--- src/rtl/gray_stream_ctrl.sv ---
`default_nettype none
// ============================================================================
// Module      : gray_stream_ctrl
// Description : Credit-based stream sequencer for the pipelined grayscale
//               datapath, with tag pipe, show-ahead output FIFO and raster
//               end-of-line / end-of-frame markers.
// Revision    : 1.0 - initial release
// ============================================================================
module gray_stream_ctrl #(
  parameter int DATA_W     = 12,
  parameter int PIPE_LAT   = 2,
  parameter int FIFO_DEPTH = 4,
  parameter int IMG_W      = 640,
  parameter int IMG_H      = 480
) (
  input  logic              clk,
  input  logic              rst,
  input  logic              in_valid,
  output logic              in_ready,
  input  logic [DATA_W-1:0] in_r,
  input  logic [DATA_W-1:0] in_g,
  input  logic [DATA_W-1:0] in_b,
  output logic [DATA_W-1:0] gs_r,
  output logic [DATA_W-1:0] gs_g,
  output logic [DATA_W-1:0] gs_b,
  input  logic [DATA_W-1:0] gs_gray,
  output logic              out_valid,
  input  logic              out_ready,
  output logic [DATA_W-1:0] out_gray,
  output logic              out_eol,
  output logic              out_eof,
  output logic              busy
);

  // Stage 0 rides with the gs registers; stages 1..PIPE_LAT+1 track the
  // datapath input registers and its PIPE_LAT pipeline registers.
  localparam int c_TAG_N = PIPE_LAT + 2;
  localparam int c_PTR_W = $clog2(FIFO_DEPTH);
  localparam int c_CNT_W = $clog2(FIFO_DEPTH + c_TAG_N + 1);
  localparam int c_X_W   = (IMG_W > 1) ? $clog2(IMG_W) : 1;
  localparam int c_Y_W   = (IMG_H > 1) ? $clog2(IMG_H) : 1;

  logic                w_accept;
  logic                w_push;
  logic                w_pop;
  logic                w_tag_eol;
  logic                w_tag_eof;
  logic [c_CNT_W-1:0]  w_inflight;
  logic [c_CNT_W-1:0]  w_credit;

  logic [c_TAG_N-1:0]  r_tag_v;
  logic [c_TAG_N-1:0]  r_tag_eol;
  logic [c_TAG_N-1:0]  r_tag_eof;

  logic [DATA_W-1:0]   r_mem [FIFO_DEPTH];
  logic [FIFO_DEPTH-1:0] r_mem_eol;
  logic [FIFO_DEPTH-1:0] r_mem_eof;
  logic [c_PTR_W-1:0]  r_wr_ptr;
  logic [c_PTR_W-1:0]  r_rd_ptr;
  logic [c_CNT_W-1:0]  r_fifo_cnt;

  logic [c_X_W-1:0]    r_x;
  logic [c_Y_W-1:0]    r_y;

  always_comb begin
    w_inflight = '0;
    for (int i = 0; i < c_TAG_N; i++) begin
      w_inflight = w_inflight + c_CNT_W'(r_tag_v[i]);
    end
  end

  // The same-cycle pop is deliberately not credited back.
  assign w_credit = r_fifo_cnt + w_inflight;
  assign in_ready = ~rst & (w_credit < c_CNT_W'(FIFO_DEPTH));
  assign w_accept = in_valid & in_ready;

  assign w_tag_eol = (r_x == c_X_W'(IMG_W - 1));
  assign w_tag_eof = w_tag_eol & (r_y == c_Y_W'(IMG_H - 1));

  always_ff @(posedge clk or posedge rst) begin
    if (rst) begin
      gs_r <= '0;
      gs_g <= '0;
      gs_b <= '0;
    end else if (w_accept) begin
      gs_r <= in_r;
      gs_g <= in_g;
      gs_b <= in_b;
    end
  end

  always_ff @(posedge clk or posedge rst) begin
    if (rst) begin
      r_tag_v   <= '0;
      r_tag_eol <= '0;
      r_tag_eof <= '0;
    end else begin
      r_tag_v   <= {r_tag_v[c_TAG_N-2:0],   w_accept};
      r_tag_eol <= {r_tag_eol[c_TAG_N-2:0], w_accept & w_tag_eol};
      r_tag_eof <= {r_tag_eof[c_TAG_N-2:0], w_accept & w_tag_eof};
    end
  end

  always_ff @(posedge clk or posedge rst) begin
    if (rst) begin
      r_x <= '0;
      r_y <= '0;
    end else if (w_accept) begin
      if (w_tag_eol) begin
        r_x <= '0;
        r_y <= w_tag_eof ? '0 : r_y + c_Y_W'(1);
      end else begin
        r_x <= r_x + c_X_W'(1);
      end
    end
  end

  assign w_push    = r_tag_v[c_TAG_N-1];
  assign out_valid = (r_fifo_cnt != '0);
  assign w_pop     = out_valid & out_ready;

  // Gray storage needs no reset: entries are only visible once counted.
  always_ff @(posedge clk) begin
    if (w_push) begin
      r_mem[r_wr_ptr] <= gs_gray;
    end
  end

  always_ff @(posedge clk or posedge rst) begin
    if (rst) begin
      r_mem_eol  <= '0;
      r_mem_eof  <= '0;
      r_wr_ptr   <= '0;
      r_rd_ptr   <= '0;
      r_fifo_cnt <= '0;
    end else begin
      if (w_push) begin
        r_mem_eol[r_wr_ptr] <= r_tag_eol[c_TAG_N-1];
        r_mem_eof[r_wr_ptr] <= r_tag_eof[c_TAG_N-1];
        r_wr_ptr            <= r_wr_ptr + c_PTR_W'(1);
      end
      if (w_pop) begin
        r_rd_ptr <= r_rd_ptr + c_PTR_W'(1);
      end
      case ({w_push, w_pop})
        2'b10:   r_fifo_cnt <= r_fifo_cnt + c_CNT_W'(1);
        2'b01:   r_fifo_cnt <= r_fifo_cnt - c_CNT_W'(1);
        default: r_fifo_cnt <= r_fifo_cnt;
      endcase
    end
  end

  assign out_gray = out_valid ? r_mem[r_rd_ptr] : '0;
  assign out_eol  = out_valid & r_mem_eol[r_rd_ptr];
  assign out_eof  = out_valid & r_mem_eof[r_rd_ptr];
  assign busy     = (|r_tag_v) | out_valid;

endmodule
`default_nettype wire
--- config.mk ---
export PLATFORM = sky130hd
export DESIGN_NAME = gray_stream_ctrl
export DESIGN_NICKNAME = d
export VERILOG_FILES = /design/src/rtl/gray_stream_ctrl.sv
export SDC_FILE = /design/constraint.sdc
export NUM_CORES = 1
export LEC_CHECK = 0
export ABC_CLOCK_PERIOD_IN_PS = 2700
export CORE_MARGIN = 4
export CORE_UTILIZATION = 40
export CTS_CLUSTER_SIZE = 12
export DETAILED_ROUTE_END_ITERATION = 8
export PLACE_DENSITY = 0.69
export SYNTH_ARGS = -nofsm -noshare
export SYNTH_HDL_FRONTEND = slang
export SYNTH_SLANG_ARGS = --single-unit
--- constraint.sdc ---
create_clock -name clk -period 2.7 [get_ports clk]
set_input_delay 0.54 -clock clk [delete_from_list [all_inputs] [get_ports clk]]
set_output_delay 0.54 -clock clk [all_outputs]
set_load 0.02 [all_outputs]
==> results.tsv <==
metric	value	unit
fin_nets	629	
insertedDiodeCount	0	
r2r_cells	9	
yosys.area.top_type	dfrtp_1	
io_buffers	104	
violations	negative setup slack	
path_class	flip-flop to primary output	
yosys-top-cells-count	nand2_1, dfrtp_1, edfxtp_1, and2_1, inv_1	
reg2reg_to	r_y[5]$_DFFE_PP0P_	
netlist_area	5420	sq um
finalHoldWorstSlack	0.345	ns
path_clk_slew	0.05	ns
crit_required	2.16	ns
hold_class	flip-flop to flip-flop	
route.detailed.drc	0	
start_util	40.9	%
worst_slack	-0.00668	ns
report.final.slew_viol_count	0	
clock_latency	0.40	ns
tritoncts	built	
hold_viol	0	
leakage	0.00322	uW
r2r_slack	0.09	ns
totalWireLength	10.8	mm
ir_drop	582	uV
critPathTopFamily	adder cells	
grt_max_degree	38	
regToRegStartpoint	r_tag_v[3]$_DFF_PP0_	
dpl.hpwl	7.36	mm
finalClockSkew	0.00594	ns
die_y	124	microns
clk_path_buf_depth	2	
antenna_found_initial	0	
slowest_stage	fa_1	
ys_seq_elements	131	
synth-edff-count	48	
ys_seq_area_share	64.9	%
met1_length	4.66	mm
comb_power_share	35.1	%
vias	3608	
numCtsBuffers	17	
path_cells	fa_1 -> ha_4 -> nand3_4 -> a21oi_2 -> a31oi_1 -> nor2_1 -> buf_4	
drtIter0Drc	184	
cp-start-kind	flip-flop	
rows	42	
grt_use_total	14.8	%
fin_crit	2.71	ns
max_slew_margin	61.2	%
syn_to_final_growth	37.1	%
wire_per_inst	14.3	microns
power_frac_seq	36.4	%
internal_power	5060	uW
max_cap_viol_count	0	
whs_path_depth	0	
setup_viol	1	
fp.dieArea	15500	sq um
fillers	1119	
clockRootBuffer	clkbuf_16	
swShare	32.7	%
gp_congestion	0.715	
grt_overflow_total	0	
synthDominantCellAreaShare	38.3	%
final.period_utilization	100	%
io_pins	105	
wl_met2	5.11	mm
ant_nets	0	
async_reset_ff_share	63.4	%
power.density	1010	nW/um^2
hp-start	r_tag_eol[0]$_DFF_PP0_	
vias_per_cell	4.80	
yosysMostFrequentCell	nand2_1	
syn_area_per_cell	12.4	sq um
die_x	124	microns
outcome	complete, but fails checks	
htreeDepth	4	
p_switching	2460	uW
clkPwrFrac	28.4	%
cts.sink_count	131	
rsz0062_at_grt	true	
cp_num_buf_inv	1	
critical_path.max_fanout	3	
fmaxAchievable	0.369	GHz
dr.max_layer_used	met4	
yosysWarnings	0	
dr.pass1.iters	4	
synth_nets	502	
drive_gt1_share	15.3	%
critPathArrivalTime	2.17	ns
crit_path_end_kind	primary output	
synth_cell_types	41	
tightest_slew	0.582	ns
cpPeakStageDelay	0.53	ns
timing.hold.worst_endpoint	r_tag_eol[1]$_DFF_PP0_	
met3_length	920	microns
netlist_instances	436	
power.total	7520	uW
synth_ff_type	dfrtp_1	
ys_top_cells_by_area	dfrtp_1, edfxtp_1, nand2_1	
grt_pass1_vias	3866	
core-area	13200	sq um
grt_first_pass_wirelength	18.6	mm
sequential cells by signal, indices dropped and copies added, names as in the netlist:
register / flops
r_mem: 48
gs_b: 12
gs_g: 12
gs_r: 12
r_x: 10
r_y: 9
r_fifo_cnt: 4
r_mem_eof: 4
r_mem_eol: 4
r_tag_eof: 4
r_tag_eol: 4
r_tag_v: 4
r_rd_ptr: 2
r_wr_ptr: 2
placed cells by master, fill, tap and decap left out, types with 14 or more instances in the layout:
| cell type | n |
|---|---|
| edfxtp_1 | 48 |
| dfrtp_1 | 83 |
| dlygate4sd2_1 | 14 |
| and2_1 | 16 |
| buf_4 | 14 |
| clkbuf_16 | 18 |
| inv_1 | 15 |
| mux4_2 | 14 |
| clkdlybuf4s50_1 | 88 |
| nand2_1 | 136 |
logic make-up after synthesis:
group	after synthesis	synth area share (%)
multiplexers	22	7.48
adder cells (fa/ha/maj)	14	3.51
flip-flops	131	64.9
XOR/XNOR	13	2.10
AND/OR/NAND/NOR	195	16.2
AO/OA/AOI/OAI	29	3.51
buffers and inverters	32	2.33
worst register-to-register path, cell delays in order, from the launching register on:
cell	delay, ns
dfrtp_1	0.40
fa_1	0.53
ha_4	0.30
nand3_4	0.07
buf_4	0.15
a2111oi_2	0.28
buf_4	0.19
o21ai_2	0.06
or4_1	0.49
nand2_1	0.08
power by group through the flow:
stage	logic [uW]	clock network (uW)	registers (uW)
floorplan	1200	0	3010
finish	2640	2140	2740
global placement	2640	0	2740
detailed placement	2700	0	2750
global route	2890	2300	2800
CTS	2630	2200	2740
metal layers:
| layer | vias up | global-route usage (%) |
|---|---|---|
| met5 | - | 0 |
| li1 | 1744 | - |
| met3 | 6 | 7.72 |
| met4 | 0 | 3.48 |
| met1 | 1749 | 18.1 |
| met2 | 109 | 23.5 |
metrics by stage:
stage	cells	utilization, %	instance area [sq um]	TNS, ns	setup slack (ns)
after detailed placement	719	51.5	6810	-0.0867	-0.0867
after global placement	719	51.5	6810	-0.0612	-0.0612
after CTS	751	55.7	7380	-0.0511	-0.0511
after global routing	752	56.1	7430	-0.139	-0.111
final	752	56.1	7430	-0.00668	-0.00668
after floorplan	436	-	5420	0	0.0232
worst max-delay path by stage:
stage	startpoint	end	slack (ns)	cells after the start
6_report	r_tag_v[3]$_DFF_PP0_	in_ready	-0.007	7
5_1_grt	r_tag_v[3]$_DFF_PP0_	in_ready	-0.11	7
4_1_cts	r_tag_v[0]$_DFF_PP0_	in_ready	-0.05	7
3_5_place_dp	r_tag_v[0]$_DFF_PP0_	in_ready	-0.09	7
3_3_place_gp	r_tag_v[0]$_DFF_PP0_	in_ready	-0.06	7
2_1_floorplan	rst	gs_b[0]$_DFFE_PP0P_	0.02	1
repair_timing:
item                                    4_1_cts  5_1_grt
buffers inserted                              0        1
endpoints found under the setup margin       16       20
resized for setup                            24       12
pin swaps                                     1        3
hold buffers                                  0        0
layout make-up:
| class | instances | area [sq um] | area share (%) |
|---|---|---|---|
| tap | 176 | 220 | 2.96 |
| sequential | 131 | 3520 | 47.3 |
| inverter | 17 | 67.6 | 0.909 |
| clock inverter | 12 | 106 | 1.43 |
| multi-input combinational | 273 | 1850 | 24.8 |
| timing repair buffer | 123 | 1220 | 16.4 |
| clock buffer | 20 | 458 | 6.16 |
No activity file was read; power rests on OpenSTA's default activity.
